$ cat src/rtl/uart_tx_fifo_if.sv
// uart_tx_fifo_if: Wishbone slave bus and interrupt line for uart_tx_fifo
// Ports (signals):
//   uart_stb_i, uart_we_i, uart_adr_i[1:0], uart_dat_i  - master to slave request
//   uart_dat_o, uart_ack_o, uart_err_o                  - slave response
//   uart_irq_o                                          - slave level interrupt
interface uart_tx_fifo_if #(
  parameter int DAT_WIDTH = 64
);
  logic                 uart_stb_i;
  logic                 uart_we_i;
  logic [1:0]           uart_adr_i;
  logic [DAT_WIDTH-1:0] uart_dat_i;
  logic [DAT_WIDTH-1:0] uart_dat_o;
  logic                 uart_ack_o;
  logic                 uart_err_o;
  logic                 uart_irq_o;
  modport master (
    output uart_stb_i, uart_we_i, uart_adr_i, uart_dat_i,
    input  uart_dat_o, uart_ack_o, uart_err_o, uart_irq_o
  );
  modport slave (
    input  uart_stb_i, uart_we_i, uart_adr_i, uart_dat_i,
    output uart_dat_o, uart_ack_o, uart_err_o, uart_irq_o
  );
endinterface

$ cat src/rtl/uart_tx_fifo.sv
// uart_tx_fifo: Wishbone-slave UART transmitter with TX FIFO, baud divisor and frame format
// Ports:
//   clk_i     - system clock, rising edge
//   rst_i     - synchronous active-high reset
//   bus       - Wishbone slave (TXDATA/STATUS/CTRL/DIVISOR) plus level interrupt
//   uart_out  - last byte accepted into the FIFO
//   uart_tx   - serial line, idle high
module uart_tx_fifo #(
  parameter int DAT_WIDTH   = 64,
  parameter int FIFO_DEPTH  = 16,
  parameter int DEFAULT_DIV = 868,
  parameter int DIV_WIDTH   = 16
) (
  input  logic          clk_i,
  input  logic          rst_i,
  uart_tx_fifo_if.slave bus,
  output logic [7:0]    uart_out,
  output logic          uart_tx
);
  localparam int AW = $clog2(FIFO_DEPTH);
  localparam int CW = AW + 1;
  typedef enum logic [2:0] {IDLE, START, DATA, PARITY, STOP} state_t;
  state_t               state_q;
  logic [7:0]           mem_q [FIFO_DEPTH];
  logic [AW-1:0]        wr_q, rd_q;
  logic [CW-1:0]        cnt_q;
  logic [DIV_WIDTH-1:0] div_q, baud_q;
  logic [6:0]           ctrl_q;
  logic [DAT_WIDTH-1:0] rdata_q, rdata_d;
  logic [7:0]           out_q, shift_q;
  logic [2:0]           bit_q;
  logic [1:0]           nbits_q, par_mode_q;
  logic                 ack_q, err_q, irq_q, tx_q, stop2_q, stop_cnt_q, par_q;
  logic                 acc, wr, bad, push, pop, flush, div_wr, tick;
  logic                 empty, full, busy, frame_end, last_bit, par_en;
  logic                 unused_ok;
  always_comb begin
    empty     = cnt_q == '0;
    full      = cnt_q == CW'(FIFO_DEPTH);
    busy      = state_q != IDLE;
    acc       = bus.uart_stb_i && !ack_q && !err_q;
    wr        = acc && bus.uart_we_i;
    // full is judged on the pre-pop count so a same-cycle pop cannot rescue a push
    bad       = wr && (bus.uart_adr_i == 2'd1 || (bus.uart_adr_i == 2'd0 && full));
    push      = wr && bus.uart_adr_i == 2'd0 && !full;
    flush     = wr && bus.uart_adr_i == 2'd2 && bus.uart_dat_i[7];
    div_wr    = wr && bus.uart_adr_i == 2'd3;
    tick      = baud_q == div_q;
    frame_end = state_q == STOP && (!stop2_q || stop_cnt_q);
    pop       = tick && ctrl_q[5] && !empty && (state_q == IDLE || frame_end);
    // last data bit index is nbits+4, i.e. {1, nbits}
    last_bit  = bit_q == {1'b1, nbits_q};
    par_en    = ^par_mode_q;
    rdata_d   = bus.uart_adr_i == 2'd1 ? DAT_WIDTH'({8'(cnt_q), 5'b0, busy, full, empty}) :
                bus.uart_adr_i == 2'd2 ? DAT_WIDTH'(ctrl_q) :
                bus.uart_adr_i == 2'd3 ? DAT_WIDTH'(div_q) : '0;
  end
  always_ff @(posedge clk_i) begin
    if (rst_i) begin
      state_q    <= IDLE;
      wr_q       <= '0;
      rd_q       <= '0;
      cnt_q      <= '0;
      div_q      <= DIV_WIDTH'(DEFAULT_DIV - 1);
      baud_q     <= '0;
      ctrl_q     <= 7'h23;
      rdata_q    <= '0;
      out_q      <= '0;
      shift_q    <= '0;
      bit_q      <= '0;
      nbits_q    <= '0;
      par_mode_q <= '0;
      ack_q      <= 1'b0;
      err_q      <= 1'b0;
      irq_q      <= 1'b0;
      tx_q       <= 1'b1;
      stop2_q    <= 1'b0;
      stop_cnt_q <= 1'b0;
      par_q      <= 1'b0;
    end else begin
      ack_q   <= acc && !bad;
      err_q   <= acc && bad;
      rdata_q <= rdata_d;
      irq_q   <= ctrl_q[6] && empty && !busy;
      baud_q  <= (div_wr || tick) ? '0 : baud_q + 1'b1;
      if (div_wr) div_q <= bus.uart_dat_i[DIV_WIDTH-1:0];
      if (wr && bus.uart_adr_i == 2'd2) ctrl_q <= bus.uart_dat_i[6:0];
      if (push) begin
        mem_q[wr_q] <= bus.uart_dat_i[7:0];
        wr_q        <= wr_q + 1'b1;
        out_q       <= bus.uart_dat_i[7:0];
      end
      if (pop) rd_q <= rd_q + 1'b1;
      if (flush) rd_q <= wr_q;
      cnt_q <= flush ? '0 : cnt_q + CW'(push) - CW'(pop);
      if (tick) begin
        if (pop) begin
          shift_q    <= mem_q[rd_q];
          nbits_q    <= ctrl_q[1:0];
          par_mode_q <= ctrl_q[3:2];
          stop2_q    <= ctrl_q[4];
          tx_q       <= 1'b0;
          state_q    <= START;
        end else begin
          case (state_q)
            START: begin
              tx_q    <= shift_q[0];
              par_q   <= shift_q[0];
              shift_q <= shift_q >> 1;
              bit_q   <= '0;
              state_q <= DATA;
            end
            DATA: begin
              if (last_bit) begin
                tx_q       <= par_en ? par_q ^ par_mode_q[1] : 1'b1;
                stop_cnt_q <= 1'b0;
                state_q    <= par_en ? PARITY : STOP;
              end else begin
                tx_q    <= shift_q[0];
                par_q   <= par_q ^ shift_q[0];
                shift_q <= shift_q >> 1;
                bit_q   <= bit_q + 1'b1;
              end
            end
            PARITY: begin
              tx_q       <= 1'b1;
              stop_cnt_q <= 1'b0;
              state_q    <= STOP;
            end
            STOP: begin
              if (frame_end) state_q <= IDLE;
              else stop_cnt_q <= 1'b1;
            end
            default: state_q <= IDLE;
          endcase
        end
      end
    end
  end
  assign bus.uart_ack_o = ack_q && bus.uart_stb_i;
  assign bus.uart_err_o = err_q && bus.uart_stb_i;
  assign bus.uart_dat_o = (ack_q && bus.uart_stb_i) ? rdata_q : '0;
  assign bus.uart_irq_o = irq_q;
  assign uart_out       = out_q;
  assign uart_tx        = tx_q;
  assign unused_ok      = ^bus.uart_dat_i[DAT_WIDTH-1:DIV_WIDTH];
endmodule

$ cat src/flat_wrapper.sv
// flat-port wrapper written by rule: the top's interface ports become plain ports
module uart_tx_fifo_flat 
#(
  parameter int DAT_WIDTH   = 64,
  parameter int FIFO_DEPTH  = 16,
  parameter int DEFAULT_DIV = 868,
  parameter int DIV_WIDTH   = 16
)
  (clk_i, rst_i, uart_out, uart_tx, bus_uart_stb_i, bus_uart_we_i, bus_uart_adr_i, bus_uart_dat_i, bus_uart_dat_o, bus_uart_ack_o, bus_uart_err_o, bus_uart_irq_o);
  uart_tx_fifo_if #(.DAT_WIDTH(DAT_WIDTH)) bus_i ();
  input  logic clk_i;
  input  logic rst_i;
  output logic [7:0] uart_out;
  output logic uart_tx;
  input wire logic [$bits(bus_i.uart_stb_i)-1:0] bus_uart_stb_i;
  input wire logic [$bits(bus_i.uart_we_i)-1:0] bus_uart_we_i;
  input wire logic [$bits(bus_i.uart_adr_i)-1:0] bus_uart_adr_i;
  input wire logic [$bits(bus_i.uart_dat_i)-1:0] bus_uart_dat_i;
  output wire logic [$bits(bus_i.uart_dat_o)-1:0] bus_uart_dat_o;
  output wire logic [$bits(bus_i.uart_ack_o)-1:0] bus_uart_ack_o;
  output wire logic [$bits(bus_i.uart_err_o)-1:0] bus_uart_err_o;
  output wire logic [$bits(bus_i.uart_irq_o)-1:0] bus_uart_irq_o;
  assign bus_i.uart_stb_i = bus_uart_stb_i;
  assign bus_i.uart_we_i = bus_uart_we_i;
  assign bus_i.uart_adr_i = bus_uart_adr_i;
  assign bus_i.uart_dat_i = bus_uart_dat_i;
  assign bus_uart_dat_o = bus_i.uart_dat_o;
  assign bus_uart_ack_o = bus_i.uart_ack_o;
  assign bus_uart_err_o = bus_i.uart_err_o;
  assign bus_uart_irq_o = bus_i.uart_irq_o;
  uart_tx_fifo #(.DAT_WIDTH(DAT_WIDTH), .FIFO_DEPTH(FIFO_DEPTH), .DEFAULT_DIV(DEFAULT_DIV), .DIV_WIDTH(DIV_WIDTH)) u_core (.clk_i(clk_i), .rst_i(rst_i), .bus(bus_i), .uart_out(uart_out), .uart_tx(uart_tx));
endmodule
$ cat config.mk
export PLATFORM = sky130hd
export DESIGN_NAME = uart_tx_fifo_flat
export DESIGN_NICKNAME = d
export VERILOG_FILES = /design/src/rtl/uart_tx_fifo_if.sv /design/src/rtl/uart_tx_fifo.sv /design/src/flat_wrapper.sv
export SDC_FILE = /design/constraint.sdc
export NUM_CORES = 1
export LEC_CHECK = 0
export BUFFER_PORTS_ARGS = -buffer_cell sky130_fd_sc_hd__buf_2
export CORE_ASPECT_RATIO = 0.75
export CORE_UTILIZATION = 50
export DETAILED_ROUTE_END_ITERATION = 10
export PLACE_DENSITY = 0.74
export SYNTH_ARGS = -nofsm -noshare
export SYNTH_HDL_FRONTEND = slang
export SYNTH_SLANG_ARGS = --single-unit
$ cat constraint.sdc
create_clock -name clk_i -period 2.75 [get_ports clk_i]
set_input_delay 0.1375 -clock clk_i [delete_from_list [all_inputs] [get_ports clk_i]]
set_output_delay 0.1375 -clock clk_i [all_outputs]
set_load 0.005 [all_outputs]
==> metrics.txt <==
All-Layer GR Usage=between 20% and 30%; max-slew violation count=0; Max Clk Rate=0.352 GHz; Startpoint Class=flop; Async SR Flop Fraction=0%; DRC=0; Std-Cell Core Area=19,700 um^2; Top FF cell, synth=edfxtp_1; max-cap violations=0; Num Clock Sinks=233; initial core utilization=between 50% and 60%; worst setup margin=-0.0888 ns; status=finished, violations left; clock tree from TritonCTS=built; port buffer count=a little under 50; minimum clock period=2.84 ns; Cells after Synth=approximately 860; Syn Area/Cell=approximately 12 um^2; Comb pwr share=4.6%; failing checks=negative setup slack; Post-Syn Area=a little over 10,000 um^2; post-synth top area share=a little under two fifths; Pwr per Cell Area=about 600 nW/um^2; worst hold path class=in -> reg; clk root buf=clkbuf_16; CP Max Fanout=2; Yosys cell types=66; Fillers=around 1,500; synth-to-layout area growth=14.1%; clk buf depth=3; synth top area cells=edfxtp_1 (38%), dfxtp_1 (21%), nand2_1 (4.2%), mux4_2 (4.0%), buf_4 (3.8%); Post-DP HPWL=approximately 14 mm; RSZ-0062 raised after global routing=yes; Tcrit/Tclk final=103%; pre-CTS setup slack=-0.00306 ns; Critical Path End Type=flop; Routed Antenna Nets=0; leading cell type by number of instances after synthesis=edfxtp_1; vias in the first global route=between 6,000 and 7,000; type of the worst setup path=reg -> reg; H-tree levels=1; Worst-path clk slew=0.06 ns; Clock Latency Late Sink=between 0.5 and 0.6 ns; CTS Buf Count=23; die height=126 um; EDFF count, synth=around 130; setup TNS=-0.0888 ns; Synth area leader=edfxtp_1; Die Width=167 um; grt ovf=0; Tightest Pin Transition=0.700 ns; CP arrival=~3.2 ns; sw frac=~22%; Yosys reg bits=approximately 230; final net count=roughly 1,100; Setup-failing EPs final=1; Max transition margin=53.3%; initial antenna violation count=0; final hold vios=0; vias=around 6,600; DRT Pass-1 Iters=6; DR iter-0 viols=464; NetSw=about 0.0015 W; row count=44; Post-synth top cells=edfxtp_1 (128), nand2_1 (114), dfxtp_1 (105), nor2_1 (81), a21oi_1 (56); vias per cell=between 5 and 6; routability cong.=between 0.8 and 0.9; Worst VDD drop=0.504 mV; Overall Power=0.00698 W; Synth Warn #=0; share of cells above drive strength 1=19.3%; # IOs=146; clock skew=around 0.013 ns; die area=20,900 um^2; WP data required=between 3 and 4 ns; part of the power in the clock network=between 40% and 50%; LEAKAGE=4.33 nW; # placed instances=between 1,000 and 1,500; Internal Pwr Total=approximately 0.0055 W; Reg power frac=between 50% and 60%; Avg WL per Cell=approximately 17 um; number of diodes=0; non-filler cells, final=1,236; Final Routed Wirelength=21.5 mm; R2R Setup Slk=-0.09 ns; part of the Yosys area used for sequential elements=58.4%; first-pass GRT wire length=33.3 mm; largest net degree at the start of global routing=37
## sequential cells by signal (all words and copies together), names as in the netlist, named ones only
signal,count
u_core.bus.uart_irq_o,1
u_core.par_q,1
u_core.wr_q,4
u_core.stop_cnt_q,1
u_core.bit_q,3
u_core.rdata_q,16
u_core.err_q,1
u_core.par_mode_q,2
u_core.ack_q,1
u_core.baud_q,16
u_core.uart_out,8
u_core.uart_tx,1
u_core.nbits_q,2
u_core.shift_q,8
u_core.stop2_q,1
u_core.cnt_q,5
u_core.state_q,3
u_core.ctrl_q,7
u_core.mem_q,128
u_core.rd_q,4
u_core.div_q,16
## cell type report
cell class                 instances  area, um^2  share of cell area (%)
tap                              253         317                    2.73
multi-input combinational        567        3730                    32.1
sequential                       233        5950                    51.2
clock buffer                      31         649                    5.59
clock inverter                    11        63.8                   0.549
inverter                          16        60.1                   0.517
timing repair buffer             125         843                    7.26
## cells in the final DEF, fill, tap and decap left out, types with 8 or more instances in the layout
master,instances
and2_1,8
nor2_1,81
ha_1,14
dfxtp_1,102
nand2_1,114
clkbuf_16,24
xor2_1,29
a211oi_1,13
edfxtp_1,128
buf_2,49
a221oi_1,8
conb_1,48
xnor2_1,13
a21oi_1,55
nand3_1,25
nor3_1,11
and3_1,21
mux4_2,18
buf_4,65
mux2i_1,20
a22oi_1,8
inv_1,11
dlygate4sd3_1,11
## worst max-delay path, stage by stage (launching register included)
cell and delay [ns]:
dfxtp_2 0.33, inv_2 0.07, ha_4 0.13, or4b_4 0.45, nand4_1 0.13, or2_1 0.17, inv_2 0.06, ha_4 0.25
inv_2 0.04, ha_4 0.15, fa_2 0.35, a21oi_2 0.15, nor2_1 0.05, nor2_1 0.15, xnor2_1 0.15, nor3_1 0.06
## cell families (layout without fill, tap and decap cells)
kind of cell	count (synthesis)	count (layout)	share of synthesized area, %
AOI/OAI and AO/OA	112	112	7.14
xor gates and xnor gates	42	42	3.61
adders and majority gates	18	18	2.29
buffers and inverters	109	183	7.14
DFF	233	233	58.4
muxes	44	44	7.50
other	1	48	0.0368
and+or+nand+nor	303	303	13.9
## power by group through the flow
| stage | clock network (W) | registers, W | logic [W] |
|---|---|---|---|
| global route | 0.00311 | 0.00372 | 0.000355 |
| global placement | 0 | 0.00379 | 0.000296 |
| floorplan | 0 | 0.00379 | 0.000229 |
| detailed placement | 0 | 0.00379 | 0.000300 |
| finish | 0.00294 | 0.00372 | 0.000323 |
| CTS | 0.00300 | 0.00372 | 0.000315 |
## path summary, 6_finish.rpt
check	start	endpoint	cells after the start
worst max register to register	u_core.cnt_q[2]	u_core.cnt_q[4]	15
worst min register to register	u_core.uart_out[4]	u_core.uart_out[4]	2
worst min-delay path	bus_uart_dat_i[0]	u_core.uart_out[0]	3
worst max-delay path	u_core.cnt_q[2]	u_core.cnt_q[4]	15
## timing repair
action                                  4_1_cts  5_1_grt
endpoints found under the hold margin        20        0
hold buffers                                 11        0
buffers inserted                              4        4
endpoints found under the setup margin        1        1
pin swaps                                     6       11
resized for setup                             0        0
## per-stage QoR
step / instance area (um^2) / hold slack (ns) / util (%)
floorplan: 10400 / 0.224 / -
global placement: 10700 / 0.324 / 54.6
detailed placement: 10700 / 0.329 / 54.6
CTS: 11600 / 0.0421 / 58.9
global route: 11600 / 0.0644 / 59.1
finish: 11600 / 0.0599 / 59.1
## metal layers
layer	GRT usage (%)	wire length, um	vias to the layer above
met5	0	0	-
met2	30.6	9360	186
li1	-	-	3201
met3	3.29	1270	27
met1	31.4	10500	3215
met4	4.79	345	0
No activity file was read; power rests on OpenSTA's default activity.
